## config.mk

```make
export PLATFORM = sky130hd
export DESIGN_NAME = ble_packet_tx
export DESIGN_NICKNAME = d
export VERILOG_FILES = /design/src/rtl/ble_pkg.sv /design/src/rtl/ble_packet_tx_uart_tx.sv /design/src/rtl/ble_packet_tx.sv
export SDC_FILE = /design/constraint.sdc
export NUM_CORES = 1
export LEC_CHECK = 0
export BUFFER_PORTS_ARGS = -buffer_cell sky130_fd_sc_hd__buf_4
export CAP_MARGIN = 0
export CORE_ASPECT_RATIO = 1.2
export CORE_MARGIN = 2
export CORE_UTILIZATION = 32
export DETAILED_ROUTE_END_ITERATION = 12
export PLACE_DENSITY = 0.54
export SKIP_LAST_GASP = 1
export SLEW_MARGIN = 20
export SYNTH_ARGS = -nofsm -noshare
export SYNTH_HDL_FRONTEND = slang
export SYNTH_SLANG_ARGS = --single-unit
```

## constraint.sdc

```tcl
create_clock -name clk -period 3.9 [get_ports clk]
set_input_delay 0.585 -clock clk [delete_from_list [all_inputs] [get_ports clk]]
set_output_delay 0.585 -clock clk [all_outputs]
set_load 0.01 [all_outputs]
```

## src/rtl/ble_pkg.sv

```systemverilog
// Shared constants and state encodings for the BLE UART transmit path.
package ble_pkg;

    localparam logic [7:0] BLE_NEWLINE  = 8'h0A;
    localparam logic [7:0] BLE_NL_SUBST = 8'h0B;
    localparam int         BLE_CLK_FREQ = 100_000_000;
    localparam int         BLE_BAUD     = 115_200;

    typedef enum logic [1:0] {IDLE, FIELD, NEWLINE, DRAIN} tx_frame_state_t;
    typedef enum logic [1:0] {S_IDLE, S_START, S_DATA, S_STOP} uart_tx_state_t;

    // A payload byte must never look like the packet terminator to the receiver.
    function automatic logic [7:0] nl_subst(input logic [7:0] b);
        return (b == BLE_NEWLINE) ? BLE_NL_SUBST : b;
    endfunction

endpackage

```

## src/rtl/ble_packet_tx_uart_tx.sv

```systemverilog
// 8N1 serializer, LSB first; ready also rises in the last stop-bit cycle so bytes chain without gaps.
module uart_tx
    import ble_pkg::*;
#(
    parameter int CLK_FREQ = BLE_CLK_FREQ,
    parameter int BAUD     = BLE_BAUD
) (
    input  logic       clk,
    input  logic       rst,
    input  logic [7:0] data,
    input  logic       start,
    output logic       ready,
    output logic       txd
);
    // state   | meaning
    // S_IDLE  | line idle high, waiting for a byte
    // S_START | driving the start bit (low)
    // S_DATA  | shifting out data[0..7]
    // S_STOP  | driving the stop bit (high)

    localparam int CLKS_PER_BIT        = CLK_FREQ / BAUD;
    localparam int CW                  = (CLKS_PER_BIT > 1) ? $clog2(CLKS_PER_BIT) : 1;
    localparam logic [CW-1:0] BIT_LOAD = CW'(CLKS_PER_BIT - 1);

    uart_tx_state_t r_state, w_state_nxt;
    logic [CW-1:0]  r_cnt, w_cnt_nxt;
    logic [2:0]     r_bit, w_bit_nxt;
    logic [7:0]     r_shift, w_shift_nxt;
    logic           w_bit_end;

    assign w_bit_end = (r_cnt == '0);
    assign ready     = (r_state == S_IDLE) || ((r_state == S_STOP) && w_bit_end);

    always_ff @(posedge clk or posedge rst) begin
        if (rst) begin
            r_state <= S_IDLE;
            r_cnt   <= '0;
            r_bit   <= '0;
            r_shift <= '0;
        end else begin
            r_state <= w_state_nxt;
            r_cnt   <= w_cnt_nxt;
            r_bit   <= w_bit_nxt;
            r_shift <= w_shift_nxt;
        end
    end

    always_comb begin
        w_state_nxt = r_state;
        w_cnt_nxt   = r_cnt;
        w_bit_nxt   = r_bit;
        w_shift_nxt = r_shift;
        txd         = 1'b1;
        if (r_state != S_IDLE) begin
            w_cnt_nxt = w_bit_end ? BIT_LOAD : (r_cnt - CW'(1));
        end
        case (r_state)
            S_START: begin
                txd = 1'b0;
                if (w_bit_end) begin
                    w_state_nxt = S_DATA;
                    w_bit_nxt   = '0;
                end
            end
            S_DATA: begin
                txd = r_shift[0];
                if (w_bit_end) begin
                    w_shift_nxt = {1'b0, r_shift[7:1]};
                    w_bit_nxt   = r_bit + 3'd1;
                    if (r_bit == 3'd7) w_state_nxt = S_STOP;
                end
            end
            S_STOP: begin
                if (w_bit_end) w_state_nxt = S_IDLE;
            end
            default: ;
        endcase
        if (start && ready) begin
            w_state_nxt = S_START;
            w_cnt_nxt   = BIT_LOAD;
            w_shift_nxt = data;
        end
    end

endmodule

```

## src/rtl/ble_packet_tx.sv

```systemverilog
// Frames a snapshot of NUM_FIELDS bytes plus a newline terminator onto the BLE UART line.
module ble_packet_tx
    import ble_pkg::*;
#(
    parameter int CLK_FREQ   = BLE_CLK_FREQ,
    parameter int BAUD       = BLE_BAUD,
    parameter int NUM_FIELDS = 10
) (
    input  logic                       clk,
    input  logic                       rst,
    input  logic [NUM_FIELDS-1:0][7:0] fields,
    input  logic                       send,
    output logic                       txd,
    output logic                       busy,
    output logic                       done,
    output logic                       req_dropped
);
    // state   | meaning
    // IDLE    | waiting for send; byte 0 is handed to the serializer on acceptance
    // FIELD   | issuing snapshot byte r_idx
    // NEWLINE | issuing the 0x0A terminator
    // DRAIN   | waiting for the terminator's stop bit to finish

    localparam logic [7:0] LAST_IDX = 8'(NUM_FIELDS - 1);

    tx_frame_state_t            r_state, w_state_nxt;
    logic [NUM_FIELDS-1:0][7:0] r_snap;
    logic [7:0]                 r_idx, w_idx_nxt;
    logic                       r_done;
    logic                       w_ready, w_start, w_accept;
    logic [7:0]                 w_field, w_byte;

    assign busy        = (r_state != IDLE);
    assign w_accept    = send && !busy;
    assign req_dropped = send && busy;
    assign done        = r_done;

    always_comb begin
        w_field = '0;
        for (int i = 0; i < NUM_FIELDS; i++) begin
            if (r_idx == 8'(i)) w_field = r_snap[i];
        end
    end

    // Byte 0 comes straight from the inputs so the start bit begins on the acceptance edge.
    always_comb begin
        w_state_nxt = r_state;
        w_idx_nxt   = r_idx;
        w_start     = 1'b0;
        w_byte      = nl_subst(w_field);
        case (r_state)
            IDLE: begin
                if (w_accept) begin
                    w_start     = 1'b1;
                    w_byte      = nl_subst(fields[0]);
                    w_idx_nxt   = 8'd1;
                    w_state_nxt = (NUM_FIELDS == 1) ? NEWLINE : FIELD;
                end
            end
            FIELD: begin
                w_start = 1'b1;
                if (w_ready) begin
                    w_idx_nxt = r_idx + 8'd1;
                    if (r_idx == LAST_IDX) w_state_nxt = NEWLINE;
                end
            end
            NEWLINE: begin
                w_start = 1'b1;
                w_byte  = BLE_NEWLINE;
                if (w_ready) w_state_nxt = DRAIN;
            end
            DRAIN: begin
                if (w_ready) w_state_nxt = IDLE;
            end
            default: w_state_nxt = IDLE;
        endcase
    end

    always_ff @(posedge clk or posedge rst) begin
        if (rst) begin
            r_state <= IDLE;
            r_idx   <= '0;
            r_snap  <= '0;
            r_done  <= 1'b0;
        end else begin
            r_state <= w_state_nxt;
            r_idx   <= w_idx_nxt;
            r_done  <= (r_state == DRAIN) && w_ready;
            if (w_accept) r_snap <= fields;
        end
    end

    uart_tx #(
        .CLK_FREQ (CLK_FREQ),
        .BAUD     (BAUD)
    ) u_uart_tx (
        .clk   (clk),
        .rst   (rst),
        .data  (w_byte),
        .start (w_start),
        .ready (w_ready),
        .txd   (txd)
    );

endmodule

```

After elaboration in Yosys (flattened, before gate mapping):

Cells that the tools add are included.

* flip-flop bits (word level): 114
* output and inout bits: 4
* logic and storage cells: 115

* reductions and logical operators: 25
* eq/ne operators: 29
* add/sub/neg operators: 3
* multiplexer cells: 41

Operators with widths (count)
* 8-bit two-way mux: 18
* 8-bit by 3-bit == test with 1-bit output, second input constant: 4
* 8-bit by 4-bit == test with 1-bit output, second input constant: 4
* 8-bit case mux with 2 select lines: 2
* 10-bit two-way mux: 3
* 2-bit two-way mux: 10
* 8-bit by 2-bit == test with 1-bit output, second input constant: 2
* 2-bit nonzero test: 7
* 10-bit logical NOT: 1
* 2-bit by 1-bit != test with 1-bit output, second input constant: 5
* 5-bit AND reduction: 2
* 10-bit by 1-bit subtractor with 10-bit output, second input constant: 1
* 3-bit by 1-bit != test with 1-bit output, second input constant: 3
* 8-bit by 1-bit adder with 8-bit output, second input constant: 1
* 2-bit == test, second input constant: 4
* 8-bit by 1-bit == test with 1-bit output, second input constant: 1
* 8-bit logical NOT: 1
* 2-bit case mux with 4 select lines: 1
* 3-bit two-way mux: 2
* 2-bit case mux with 3 select lines: 1
* 3-bit case mux with 2 select lines: 1
* 3-bit AND reduction: 2
* 1-bit logical AND: 5
* 2-bit by 1-bit == test with 1-bit output, second input constant: 2
* 12 further kinds: 15

Depth between registers and ports, before layout:

* word-level depth: 16
* mapped depth: 11
* gate-level depth less buffers: 8

Cells and area by module:

From an unflattened synthesis, not the netlist that was laid out.

* cell total of the unflattened synthesis: 711
* area total of the unflattened synthesis: 5978.2 sq um

Modules (own cells, without submodules)
* ble_packet_tx: times used 1, area an instance 4665.7 sq um, cells an instance 580
* uart_tx: times used 1, area an instance 1312.5 sq um, cells an instance 131

Worst setup path after synthesis:

OpenSTA, ideal clock, no wires.

* path type: register to register
* from: reg u_uart_tx.r_cnt[0]
* to: reg u_uart_tx.r_shift[4]
* period minus slack after synthesis: 2.348 ns
* slack: 1.552 ns
* arrival time: 2.227 ns
* stages on the path, launching flop included: 9
* buffers on the path: 1
* cell sequence: dfrtp_1 -> inv_1 -> ha_1 -> or4b_1 -> o41a_1 -> nor3_4 -> buf_6 -> o211ai_1 -> a22o_1

* word-level cells in the longest chain between the ends: 6
* elaborated cells between the ends (all ways): 8
* those cells by class: 1 x mux; 7 x reduce/logical

RTL lines
* from (decl): line ble_packet_tx_uart_tx.sv:26 `logic [CW-1:0] r_cnt, w_cnt_nxt;`
* from (signal assigned): line ble_packet_tx_uart_tx.sv:42 `r_cnt <= w_cnt_nxt;`
* 10-bit logical NOT *: line ble_packet_tx_uart_tx.sv:31 `assign w_bit_end = (r_cnt == '0);`
* 1-bit logical AND: line ble_packet_tx_uart_tx.sv:32 `assign ready = (r_state == S_IDLE) || ((r_state == S_STOP) && w_bit_end);`
* 1-bit logical OR: line ble_packet_tx_uart_tx.sv:32
* 1-bit logical AND: line ble_packet_tx_uart_tx.sv:78 `if (start && ready) begin`
* 2-bit nonzero test (no line)
* 2-bit AND reduction (no line)
* to (signal assigned): line ble_packet_tx_uart_tx.sv:44 `r_shift <= w_shift_nxt;`
* to (decl): line ble_packet_tx_uart_tx.sv:28 `logic [7:0] r_shift, w_shift_nxt;`

Every way passes the cells marked *; elsewhere a longest branch is shown, timed or not.
A chain may end at the register's enable or synchronous reset.

Worst setup path in the final report:

* from: reg r_idx[1]
* to: reg u_uart_tx.r_shift[5]

* word-level cells in the longest chain between the ends: 16
* elaborated cells between the ends (all ways): 25
* those cells by class: 10 x eq/ne; 14 x mux; 1 x reduce/logical

RTL lines
* from (decl): line ble_packet_tx.sv:28 `logic [7:0] r_idx, w_idx_nxt;`
* from (signal assigned): line ble_packet_tx.sv:87 `r_idx <= w_idx_nxt;`
* 8-bit logical NOT: line ble_packet_tx.sv:41 `if (r_idx == 8'(i)) w_field = r_snap[i];`
* 8-bit two-way mux (9 in a row): line ble_packet_tx.sv:41
* 8-bit two-way mux *: line ble_packet_tx.sv:41
* 8-bit by 4-bit == test with 1-bit output: line ble_pkg.sv:14 `return (b == BLE_NEWLINE) ? BLE_NL_SUBST : b;`
* 8-bit two-way mux *: line ble_pkg.sv:14
* 8-bit two-way mux: line ble_packet_tx.sv:53 `if (w_accept) begin`
* 8-bit case mux with 2 select lines *: line ble_packet_tx.sv:51 `case (r_state)`
* 8-bit two-way mux *: line ble_packet_tx_uart_tx.sv:78

Marks and branches as above.

==> impl_metrics.env <==
export IMPL_synth_top_family_by_area="simple AND/OR/NAND/NOR gates"
export IMPL_cp_end_kind="flip-flop"
export IMPL_drt_wl_total_um=16400
export IMPL_period_minus_slack_ps=3010
export IMPL_synth_top_area_cell="dfrtp_1"
export IMPL_yosysTopAreaCellShare=0.475
export IMPL_setup_viol=0
export IMPL_rr_worst_depth=9
export IMPL_hold_violations=0
export IMPL_crit_arrival_ps=3360
export IMPL_clock_sinks=114
export IMPL_synthAdderAreaFrac=0.0354
export IMPL_power_per_cell_area_nw_per_um2=371
export IMPL_via_count=5083
export IMPL_cts_buffers=17
export IMPL_cts_setup_buffers=0
export IMPL_nets=894
export IMPL_power_share_switching=0.202
export IMPL_grt_max_degree=75
export IMPL_synth_edff_count=0
export IMPL_comb_power_share=0.035
export IMPL_seq_power_share=0.428
export IMPL_net_switching_power_mw=0.560
export IMPL_synth_area_per_cell_um2=8.34
export IMPL_cts_tree="yes"
export IMPL_status="finished, final reports clean"
export IMPL_synthXorXnorAreaFrac=0.0175
export IMPL_synth_compound_area_frac=0.150
export IMPL_hp_class="in2async"
export IMPL_tns_ps=0
export IMPL_dp_hpwl_um=11900
export IMPL_finalCritPeriodShare=0.772
export IMPL_ant_nets=0
export IMPL_yosys_top_cells_area="dfrtp_1 47%, nand2_1 17%, ha_1 3.5%"
export IMPL_drive_gt1_frac=0.170
export IMPL_chipHeight_um=154
export IMPL_critPathKind="reg2reg"
export IMPL_p_int_mw=2.21
export IMPL_hold_buffers=0
export IMPL_antenna_found_initial=0
export IMPL_cts_max_level=4
export IMPL_rrSetupSlack_ps=890
export IMPL_synth_fp_nets=821
export IMPL_final_cells=1057
export IMPL_post_synth_and_or_nand_nor_area_fraction=0.267
export IMPL_rows=54
export IMPL_gp_congestion=0.855
export IMPL_slew_headroom=0.306
export IMPL_worst_pin_slew_ps=1040
export IMPL_startpoint_type="flip-flop"
export IMPL_core_area_um2=18300
export IMPL_grt_first_pass_wirelength_um=26900
export IMPL_ios=87
export IMPL_clk_pin_slew_ps=50
export IMPL_grt_pass1_vias=5121
export IMPL_drv_cap=0
export IMPL_cts_root_buf="clkbuf_16"
export IMPL_async_flop_share=1.00
export IMPL_wire_per_inst_um=15.5
export IMPL_r2r_start="r_idx[1]$_DFFE_PP0P_"
export IMPL_ctsResizeCount=0
export IMPL_drt_pass1_iterations=7
export IMPL_synth_mux_area_frac=0.0123
export IMPL_clk_latency_ps=420
export IMPL_syn_area_um2=6010
export IMPL_crit_required_ps=4250
export IMPL_dp_cells=1026
export IMPL_diodes=0
export IMPL_cts_path_max_buffers=2
export IMPL_port_buffers=86
export IMPL_crit_path_max_fanout=21
export IMPL_synth_flop_cell="dfrtp_1"
export IMPL_skew_ps=13.9
export IMPL_p_leak_nw=3.75
export IMPL_peakVddDrop_mv=0.293
export IMPL_drtIter0Drc=311
export IMPL_reg2reg_to="u_uart_tx.r_shift[5]$_DFFE_PP0P_"
export IMPL_yosysSeqAreaShare=0.475
export IMPL_syn2layout_area_growth_pct=23.9
export IMPL_synth_seq_cells=114
export IMPL_grt_overflow=0
export IMPL_clock_fmax_mhz=332
export IMPL_initial_core_util=0.328
export IMPL_die_w_um=129
export IMPL_routed_via_density=4.81
export IMPL_slew_viol_final=0
export IMPL_grt_setup_unrepaired="false"
export IMPL_yosysUniqueCellTypes=63
export IMPL_dieArea_um2=19900
export IMPL_drc=0
export IMPL_p_total_mw=2.77
export IMPL_netlist_instances=721
export IMPL_ys_warn_count=0
export IMPL_clkPwrFrac=0.537
export IMPL_grt_use_total=0.173
==> cell usage in the layout, fill, tap and decap left out, drive strengths merged, types with 10 or more instances in the layout <==
cell,count
a21oi,34
buf,93
clkbuf,25
dfrtp,114
ha,17
inv,26
nand2,265
nand3,10
nor2,38
o21ai,37
==> sequential cells by signal, summed over array words and instances (netlist names) <==
name	count
u_uart_tx.r_shift	8
r_snap	80
u_uart_tx.r_cnt	10
u_uart_tx.r_state	2
done	1
u_uart_tx.r_bit	3
r_state	2
r_idx	8
==> cell families after synthesis <==
family,after synthesis
and+or+nand+nor,373
xor gates and xnor gates,12
buffers and inverters,65
muxes,7
adders and majority gates,17
AOI/OAI and AO/OA,133
DFF,114
==> cell usage after synthesis (8+ instances only) <==
library cell / count
nand2_1: 265
dfrtp_1: 114
nor2_1: 37
clkbuf_1: 34
a21oi_1: 32
inv_1: 26
o21ai_0: 26
ha_1: 17
o21ai_1: 11
nand3_1: 10
nand3b_1: 9
a221oi_1: 8
nand2b_1: 8
==> power groups by stage <==
| stage | Combinational [mW] | Sequential [mW] | Clock [mW] |
|---|---|---|---|
| after floorplan | 0.0200 | 1.20 | 0 |
| final | 0.0955 | 1.18 | 1.49 |
| after detailed placement | 0.0976 | 1.20 | 0 |
| after global routing | 0.106 | 1.18 | 1.56 |
| after CTS | 0.0980 | 1.18 | 1.52 |
| after global placement | 0.0976 | 1.20 | 0 |
==> worst max-delay path, cell delays in order (launching register included) <==
cell      delay, ps
dfrtp_1         400
inv_1           160
ha_1            610
buf_4           350
a21oi_1          90
a221o_1         370
a221oi_1        430
o21ai_0         160
a311oi_1        270
a21o_1          110
==> area by class of cell <==
type	count	area, um2
Clock buffer	25	515
Clock inverter	5	50.0
Multi-Input combinational cell	542	2900
Tap cell	252	315
Fill cell	1884	10900
Inverter	26	100
Sequential cell	114	2850
Timing Repair Buffer	93	711
==> worst max path at each step <==
stage	start	to	slack (ps)	cells past startpoint
final	r_idx[1]$_DFFE_PP0P_	u_uart_tx.r_shift[5]$_DFFE_PP0P_	890	9
after global routing	r_idx[1]$_DFFE_PP0P_	u_uart_tx.r_shift[5]$_DFFE_PP0P_	580	9
after CTS	r_idx[1]$_DFFE_PP0P_	u_uart_tx.r_shift[5]$_DFFE_PP0P_	900	9
after detailed placement	r_idx[1]$_DFFE_PP0P_	u_uart_tx.r_shift[5]$_DFFE_PP0P_	920	9
after global placement	r_idx[1]$_DFFE_PP0P_	u_uart_tx.r_shift[6]$_DFFE_PP0P_	1060	9
after floorplan	rst	done$_DFF_PP0_	300	1
==> routing by layer <==
metal / global-route usage / wire [um] / vias to the layer above
li1: - / - / 2568
met1: 0.240 / 7750 / 2376
met2: 0.270 / 7690 / 115
met3: 0.0355 / 646 / 24
met4: 0.0554 / 333 / 0
met5: 0 / 0 / -
==> metrics by stage <==
stage                      util  cell area [um2]  hold WS (ps)  worst slack, ps
after floorplan               -             6010           437              299
after global placement    0.375             6870           454             1060
after detailed placement  0.375             6870           467              919
after CTS                 0.406             7440           293              897
after global routing      0.407             7450           328              585
final                     0.407             7450           274              889
(Power assumes the default switching activity.)
